<file path="src/rtl/mpeg2_pkg.sv">
// Shared types and helpers for the MPEG-2 pixel front-end.
package mpeg2_pkg;

   typedef enum logic [1:0] {
      StIdle    = 2'd0,
      StActive  = 2'd1,
      StStopped = 2'd2
   } state_e;

   localparam logic CHROMA_444 = 1'b0;
   localparam logic CHROMA_DUP = 1'b1;

   // Four output beats of 4 pixels cover one 16-pixel macroblock row segment
   function automatic int unsigned beats_per_row(input int unsigned xsize16);
      return 4 * xsize16;
   endfunction

   // Even-sample chroma duplication: lane 1 takes lane 0, lane 3 takes lane 2
   function automatic logic [31:0] dup_even(input logic [31:0] c);
      return {c[23:16], c[23:16], c[7:0], c[7:0]};
   endfunction

endpackage

</file>
<file path="src/rtl/mpeg2_pix_acc.sv">
// Lane accumulator: gathers 4/IN_PIX input beats into one 4-pixel group.
// done is combinational and coincides with the beat that completes the group;
// grp_* carries the stored lanes merged with the current input beat.
module mpeg2_pix_acc #(
   parameter int unsigned IN_PIX = 4
) (
   input  logic                clk,
   input  logic                rstn,
   input  logic                clr,
   input  logic                en,
   input  logic [8*IN_PIX-1:0] y,
   input  logic [8*IN_PIX-1:0] u,
   input  logic [8*IN_PIX-1:0] v,
   output logic                done,
   output logic [31:0]         grp_y,
   output logic [31:0]         grp_u,
   output logic [31:0]         grp_v
);

   localparam int unsigned W     = 8 * IN_PIX;
   localparam int unsigned NLANE = 4 / IN_PIX;

   logic [1:0]  lane_q;
   logic [31:0] y_q, u_q, v_q;
   int unsigned base;

   // Merge the incoming beat into its lane slot and flag the last lane
   always_comb begin
      base  = W * 32'(lane_q);
      grp_y = y_q;
      grp_u = u_q;
      grp_v = v_q;
      grp_y[base +: W] = y;
      grp_u[base +: W] = u;
      grp_v[base +: W] = v;
      done  = en && (32'(lane_q) == NLANE - 1);
   end

   // Lane pointer and partial-group storage
   always_ff @(posedge clk) begin
      if (!rstn) begin
         lane_q <= '0;
         y_q    <= '0;
         u_q    <= '0;
         v_q    <= '0;
      end else if (clr) begin
         lane_q <= '0;
      end else if (en) begin
         y_q    <= grp_y;
         u_q    <= grp_u;
         v_q    <= grp_v;
         lane_q <= done ? 2'd0 : lane_q + 2'd1;
      end
   end

endmodule

</file>
<file path="src/rtl/mpeg2_pixel_packer.sv">
// Pixel front-end for mpeg2encoder: packs 1/2/4-pixel beats into 4-pixel
// beats, applies chroma mode, tracks frame geometry and defers sequence stop
// to a frame boundary. Define MPEG2_PACKER_STATS_EN to add frame/drop counters.
module mpeg2_pixel_packer
   import mpeg2_pkg::*;
#(
   parameter int unsigned IN_PIX = 4,
   parameter int unsigned XL     = 6,
   parameter int unsigned YL     = 6
) (
   input  logic                clk,
   input  logic                rstn,
   input  logic [XL:0]         i_xsize16,
   input  logic [YL:0]         i_ysize16,
   input  logic                i_chroma_mode,
   input  logic                i_en,
   input  logic [8*IN_PIX-1:0] i_Y,
   input  logic [8*IN_PIX-1:0] i_U,
   input  logic [8*IN_PIX-1:0] i_V,
   input  logic                i_stop_req,
   input  logic                i_sequence_busy,
   output logic                o_en,
   output logic [31:0]         o_Y,
   output logic [31:0]         o_U,
   output logic [31:0]         o_V,
   output logic                o_frame_start,
   output logic                o_frame_end,
   output logic                o_sequence_stop,
`ifdef MPEG2_PACKER_STATS_EN
   output logic [15:0]         o_frame_count,
   output logic [15:0]         o_drop_count,
`endif
   output logic                o_cfg_err
);

   state_e        state_q;
   logic          stop_flag_q;
   logic [XL:0]   xsize_q, xsize_cur;
   logic [YL:0]   ysize_q, ysize_cur;
   logic [XL+1:0] bx_q;
   logic [YL+3:0] row_q;
   logic          size_zero_in, accept, acc_clr, grp_done;
   logic          last_col, last_row, last_beat, first_beat;
   logic [31:0]   grp_y, grp_u, grp_v;

   // Acceptance and geometry decode; in IDLE the live sizes are about to be latched
   always_comb begin
      size_zero_in = (i_xsize16 == '0) || (i_ysize16 == '0);
      accept       = i_en && ((state_q == StIdle && !stop_flag_q && !size_zero_in) ||
                              state_q == StActive);
      acc_clr      = (state_q == StStopped);
      xsize_cur    = (state_q == StIdle) ? i_xsize16 : xsize_q;
      ysize_cur    = (state_q == StIdle) ? i_ysize16 : ysize_q;
      last_col     = (32'(bx_q) + 32'd1) == beats_per_row(32'(xsize_cur));
      last_row     = (32'(row_q) + 32'd1) == (32'd16 * 32'(ysize_cur));
      last_beat    = last_col && last_row;
      first_beat   = (bx_q == '0) && (row_q == '0);
   end

   mpeg2_pix_acc #(
      .IN_PIX (IN_PIX)
   ) u_acc (
      .clk   (clk),
      .rstn  (rstn),
      .clr   (acc_clr),
      .en    (accept),
      .y     (i_Y),
      .u     (i_U),
      .v     (i_V),
      .done  (grp_done),
      .grp_y (grp_y),
      .grp_u (grp_u),
      .grp_v (grp_v)
   );

   // Control FSM, geometry counters and registered outputs
   always_ff @(posedge clk) begin
      if (!rstn) begin
         state_q         <= StIdle;
         stop_flag_q     <= 1'b0;
         xsize_q         <= '0;
         ysize_q         <= '0;
         bx_q            <= '0;
         row_q           <= '0;
         o_en            <= 1'b0;
         o_Y             <= '0;
         o_U             <= '0;
         o_V             <= '0;
         o_frame_start   <= 1'b0;
         o_frame_end     <= 1'b0;
         o_sequence_stop <= 1'b0;
         o_cfg_err       <= 1'b0;
      end else begin
         o_en            <= 1'b0;
         o_frame_start   <= 1'b0;
         o_frame_end     <= 1'b0;
         o_sequence_stop <= 1'b0;
         if (i_stop_req && state_q != StStopped) begin
            stop_flag_q <= 1'b1;
         end
         if (grp_done) begin
            o_en          <= 1'b1;
            o_Y           <= grp_y;
            o_U           <= (i_chroma_mode == CHROMA_444) ? grp_u : dup_even(grp_u);
            o_V           <= (i_chroma_mode == CHROMA_444) ? grp_v : dup_even(grp_v);
            o_frame_start <= first_beat;
            o_frame_end   <= last_beat;
            if (last_col) begin
               bx_q  <= '0;
               row_q <= last_row ? '0 : row_q + 1'b1;
            end else begin
               bx_q <= bx_q + 1'b1;
            end
         end
         unique case (state_q)
            StIdle: begin
               if (stop_flag_q) begin
                  o_sequence_stop <= 1'b1;
                  stop_flag_q     <= 1'b0;
                  state_q         <= StStopped;
               end else if (i_en) begin
                  xsize_q   <= i_xsize16;
                  ysize_q   <= i_ysize16;
                  o_cfg_err <= size_zero_in;
                  if (!size_zero_in) state_q <= StActive;
               end
            end
            StActive: begin
               if (grp_done && last_beat) state_q <= StIdle;
            end
            StStopped: begin
               if (!i_sequence_busy && !i_stop_req) state_q <= StIdle;
            end
            default: state_q <= StIdle;
         endcase
      end
   end

`ifdef MPEG2_PACKER_STATS_EN
   logic drop;

   // A beat is dropped while stopped or when the size about to be latched is zero
   always_comb begin
      drop = i_en && (state_q == StStopped ||
                      (state_q == StIdle && !stop_flag_q && size_zero_in));
   end

   // Saturating frame and drop counters
   always_ff @(posedge clk) begin
      if (!rstn) begin
         o_frame_count <= '0;
         o_drop_count  <= '0;
      end else begin
         if (grp_done && last_beat && o_frame_count != 16'hFFFF) begin
            o_frame_count <= o_frame_count + 16'd1;
         end
         if (drop && o_drop_count != 16'hFFFF) begin
            o_drop_count <= o_drop_count + 16'd1;
         end
      end
   end
`endif

endmodule

</file>
<file path="config.mk">
export PLATFORM = sky130hd
export DESIGN_NAME = mpeg2_pixel_packer
export DESIGN_NICKNAME = d
export VERILOG_FILES = /design/src/rtl/mpeg2_pkg.sv /design/src/rtl/mpeg2_pix_acc.sv /design/src/rtl/mpeg2_pixel_packer.sv
export SDC_FILE = /design/constraint.sdc
export NUM_CORES = 1
export LEC_CHECK = 0
export CELL_PAD_IN_SITES_DETAIL_PLACEMENT = 2
export CELL_PAD_IN_SITES_GLOBAL_PLACEMENT = 2
export CORE_MARGIN = 2
export CORE_UTILIZATION = 29
export CTS_CLUSTER_SIZE = 10
export DETAILED_ROUTE_END_ITERATION = 6
export PLACE_DENSITY_LB_ADDON = 0.2
export REMOVE_ABC_BUFFERS = 1
export SYNTH_ARGS = -nofsm -noshare
export SYNTH_HDL_FRONTEND = slang
export SYNTH_SLANG_ARGS = --single-unit
</file>
<file path="constraint.sdc">
create_clock -name clk -period 3.1 [get_ports clk]
set_clock_uncertainty 0.2 [all_clocks]
set_input_delay 0.465 -clock clk [delete_from_list [all_inputs] [get_ports clk]]
set_output_delay 0.465 -clock clk [all_outputs]
set_load 0.03 [all_outputs]
</file>
==> flow_summary.ini <==
[flow_run]
cap_violations = 0

[critical_path]
cp_max_fo = 7
path_cells = ha_1 -> and3_1 -> xnor2_1 -> xnor2_1 -> nand4_1 -> nor4_4 -> nand2_1 -> o41ai_1
cpMostUsedCell = xnor2_1
crit_type = reg2reg
start_kind = register
cp_slowest_stage_delay_ns = 0.39
cp-end-kind = register
critPathArrivalTime_ns = 3.08
required_ns = 3.31
crit_path_top_delay_cell = nor4_4

[synth]
synth_top_family_by_area = compound AO/OA/AOI/OAI gates
syn_avg_cell_area_um2 = 8.56
synth_edf_count = 0
ys_async_sr_fraction_pct = 0
synth_seq_cells = 202
synth_area_mm2 = 0.00898
yosys.area.top_type = dfxtp_1
synth_fa_ha_area_share_pct = 0.836
synthFlopType = dfxtp_1
yosysMostFrequentCell = dfxtp_1
synth-compound-area-share_pct = 20.4
synthTopCellsByCount = 202 x dfxtp_1, 154 x nand2_1, 110 x nor2_1, 92 x a21oi_1, 69 x mux2i_1
synthTopCellsByArea = dfxtp_1 45%, mux2i_1 7.7%, nand2_1 6.4%
synthXorXnorAreaFrac_pct = 1.59
ys_seq_area_share_pct = 45.1
yosysWarnings = 0
synth_top_area_share_pct = 45.1
synthSimpleGateAreaFrac_pct = 18.8
post_synth_mux_area_share_pct = 7.95
synthCells = 1049
yosysUniqueCellTypes = 63

[sta]
post-route-period-util_pct = 92.4
worst_pin_slew_ns = 0.697
drv_slew = 0
worst_slack_ns = 0.236
max_clock_freq_mhz = 349
max_slew_margin_pct = 53.5
hold_viol = 0
setup_viol = 0
rsz0062_at_grt = false
fin_crit_ns = 2.86

[power_and_ir_drop]
combPwrFrac_pct = 24.0
power.switching_w = 0.00238
seqPwrFrac_pct = 38.9
vdd_drop_max_v = 0.000333
p_int_w = 0.00546
clockPowerShare_pct = 37.1
leakage_nw = 4.83
swShare_pct = 30.4
powerDensity_mw_per_mm2 = 627

[layout]
synthToLayoutAreaGrowth_pct = 39.3
fin_cells = 1647
fin_util_pct = 41.0
stdcell_area_mm2 = 0.0125
nets = 1357
drive_above_1_share_pct = 7.92

[floorplanning]
dieArea_mm2 = 0.0324
fp.dieH_um = 180
rows = 64
start_util_pct = 29.4
core_mm2 = 0.0305
ios = 217
fp.dieW_um = 180

[outcome]
status = completed

[clock_tree]
cts_tree = yes
clockBufferDepth = 3
cts-buffers-inserted = 26
clock_sinks = 202
postCtsResizedCells = 0
cts_hold_buf = 0
cts_root_buf = clkbuf_16
clock_latency_ns = 0.53
h-tree-depth = 1
cts_setup_buffers = 0
clk_pin_slew_ns = 0.06

[routing]
dr_total_vias = 8507
ant_nets = 0
post_drt_wl_per_cell_um = 19.1
drtIter0Drc = 324
viasPerCell = 5.17
post-route-drc-count = 0
first_pass_iters = 4
drt-total-wl_um = 31400

[place]
post-place-cells = 1603
place_congestion = 0.735
placed_area_mm2 = 0.0117
portBuffers = 216
place_worst_setup_slack_ns = -0.120
hpwlAfterDp_um = 20600

[global_routing]
grt_pass1_vias = 9164
grt_pass1_wl_um = 50700
antenna_found_initial = 2
grt_max_degree = 105
grt_use_total_pct = 18.9
grt_overflow = 0

[worst_hold_path]
min_path_type = reg2reg
[sequential cells by signal, summed over array words and instances, names as in the netlist, 2 cells and up]
signal	cells
o_U	32
row_q	10
o_Y	32
xsize_q	7
state_q	2
ysize_q	7
u_acc.v_q	32
o_V	32
u_acc.lane_q	2
u_acc.u_q	32
bx_q	8
[layer usage]
metal | GRT usage, % | routed length (um) | up-vias
met4 | 3.15 | 363 | 2
met2 | 32.8 | 15200 | 163
li1 | - | - | 4104
met5 | 0 | 13 | -
met1 | 23.8 | 13900 | 4207
met3 | 5.13 | 1930 | 31
[critical path, delay by kind of cell (launching register included)]
kind	cells	cell delay [ns]
AO/OA/AOI/OAI	1	0.34
AND/OR/NAND/NOR	4	1.12
adder cells (fa/ha/maj)	1	0.27
flip-flops	1	0.37
XOR/XNOR	2	0.44
[worst paths after layout]
kind / slack, ns / cells after the start / endpoint / from
hold / removal: 0.25 / 2 / o_U[21]$_SDFFE_PN0P_ / o_U[21]$_SDFFE_PN0P_
setup reg to reg: 0.24 / 8 / row_q[8]$_SDFFE_PN0P_ / bx_q[0]$_SDFFE_PN0P_
hold reg to reg: 0.25 / 2 / o_U[21]$_SDFFE_PN0P_ / o_U[21]$_SDFFE_PN0P_
setup / recovery: 0.24 / 8 / row_q[8]$_SDFFE_PN0P_ / bx_q[0]$_SDFFE_PN0P_
[metrics by stage]
stage               TNS (ns)  hold WS (ns)  total power [W]
global placement     -0.0165         0.241          0.00494
detailed placement    -0.501         0.250          0.00500
CTS                        0         0.257          0.00797
floorplan           -1551.76         0.233          0.00420
finish                     0         0.252          0.00784
global route               0         0.270          0.00828
[final cells by class]
cell class	count	area, um2
clock inverter	2	10.0
fill	3346	18000
sequential	202	4040
timing repair buffer	259	2630
clock buffer	41	808
inverter	9	38.8
tap	396	495
antenna	1	2.50
multi-input combinational	737	4480
[power groups by stage]
| stage | combinational, W | clock [W] | sequential, W |
|---|---|---|---|
| global placement | 0.00185 | 0 | 0.00308 |
| global route | 0.00206 | 0.00313 | 0.00308 |
| CTS | 0.00192 | 0.00301 | 0.00305 |
| floorplan | 0.000852 | 0 | 0.00335 |
| finish | 0.00188 | 0.00291 | 0.00305 |
| detailed placement | 0.00190 | 0 | 0.00310 |
[logic make-up after synthesis]
group / Yosys count
AO/OA/AOI/OAI: 272
XOR/XNOR: 13
adder cells (fa/ha/maj): 6
buffers and inverters: 110
flip-flops: 202
multiplexers: 70
AND/OR/NAND/NOR: 376
[cells in the final DEF, fill, tap and decap left out, types with 3 or more instances in the layout]
master	instances
or4_1	3
a21o_1	6
or3b_1	3
buf_12	12
buf_4	31
a22oi_1	64
clkbuf_1	6
a22o_1	3
nor2_1	110
inv_1	7
xnor2_1	8
mux2i_1	69
nand4_1	8
ha_1	6
clkdlybuf4s50_1	215
xor2_1	3
and2_1	5
and3_1	8
a31oi_1	3
nand3_1	44
nor2b_1	4
clkbuf_8	8
dfxtp_1	202
nor4_1	6
nand2_1	153
a2bb2oi_1	6
o211ai_1	3
o41ai_1	3
nand3b_1	3
o21ai_0	9
nor3_1	7
a211oi_1	67
or3_1	7
a21oi_1	92
clkbuf_16	27
No activity file was read; power rests on OpenSTA's default activity.
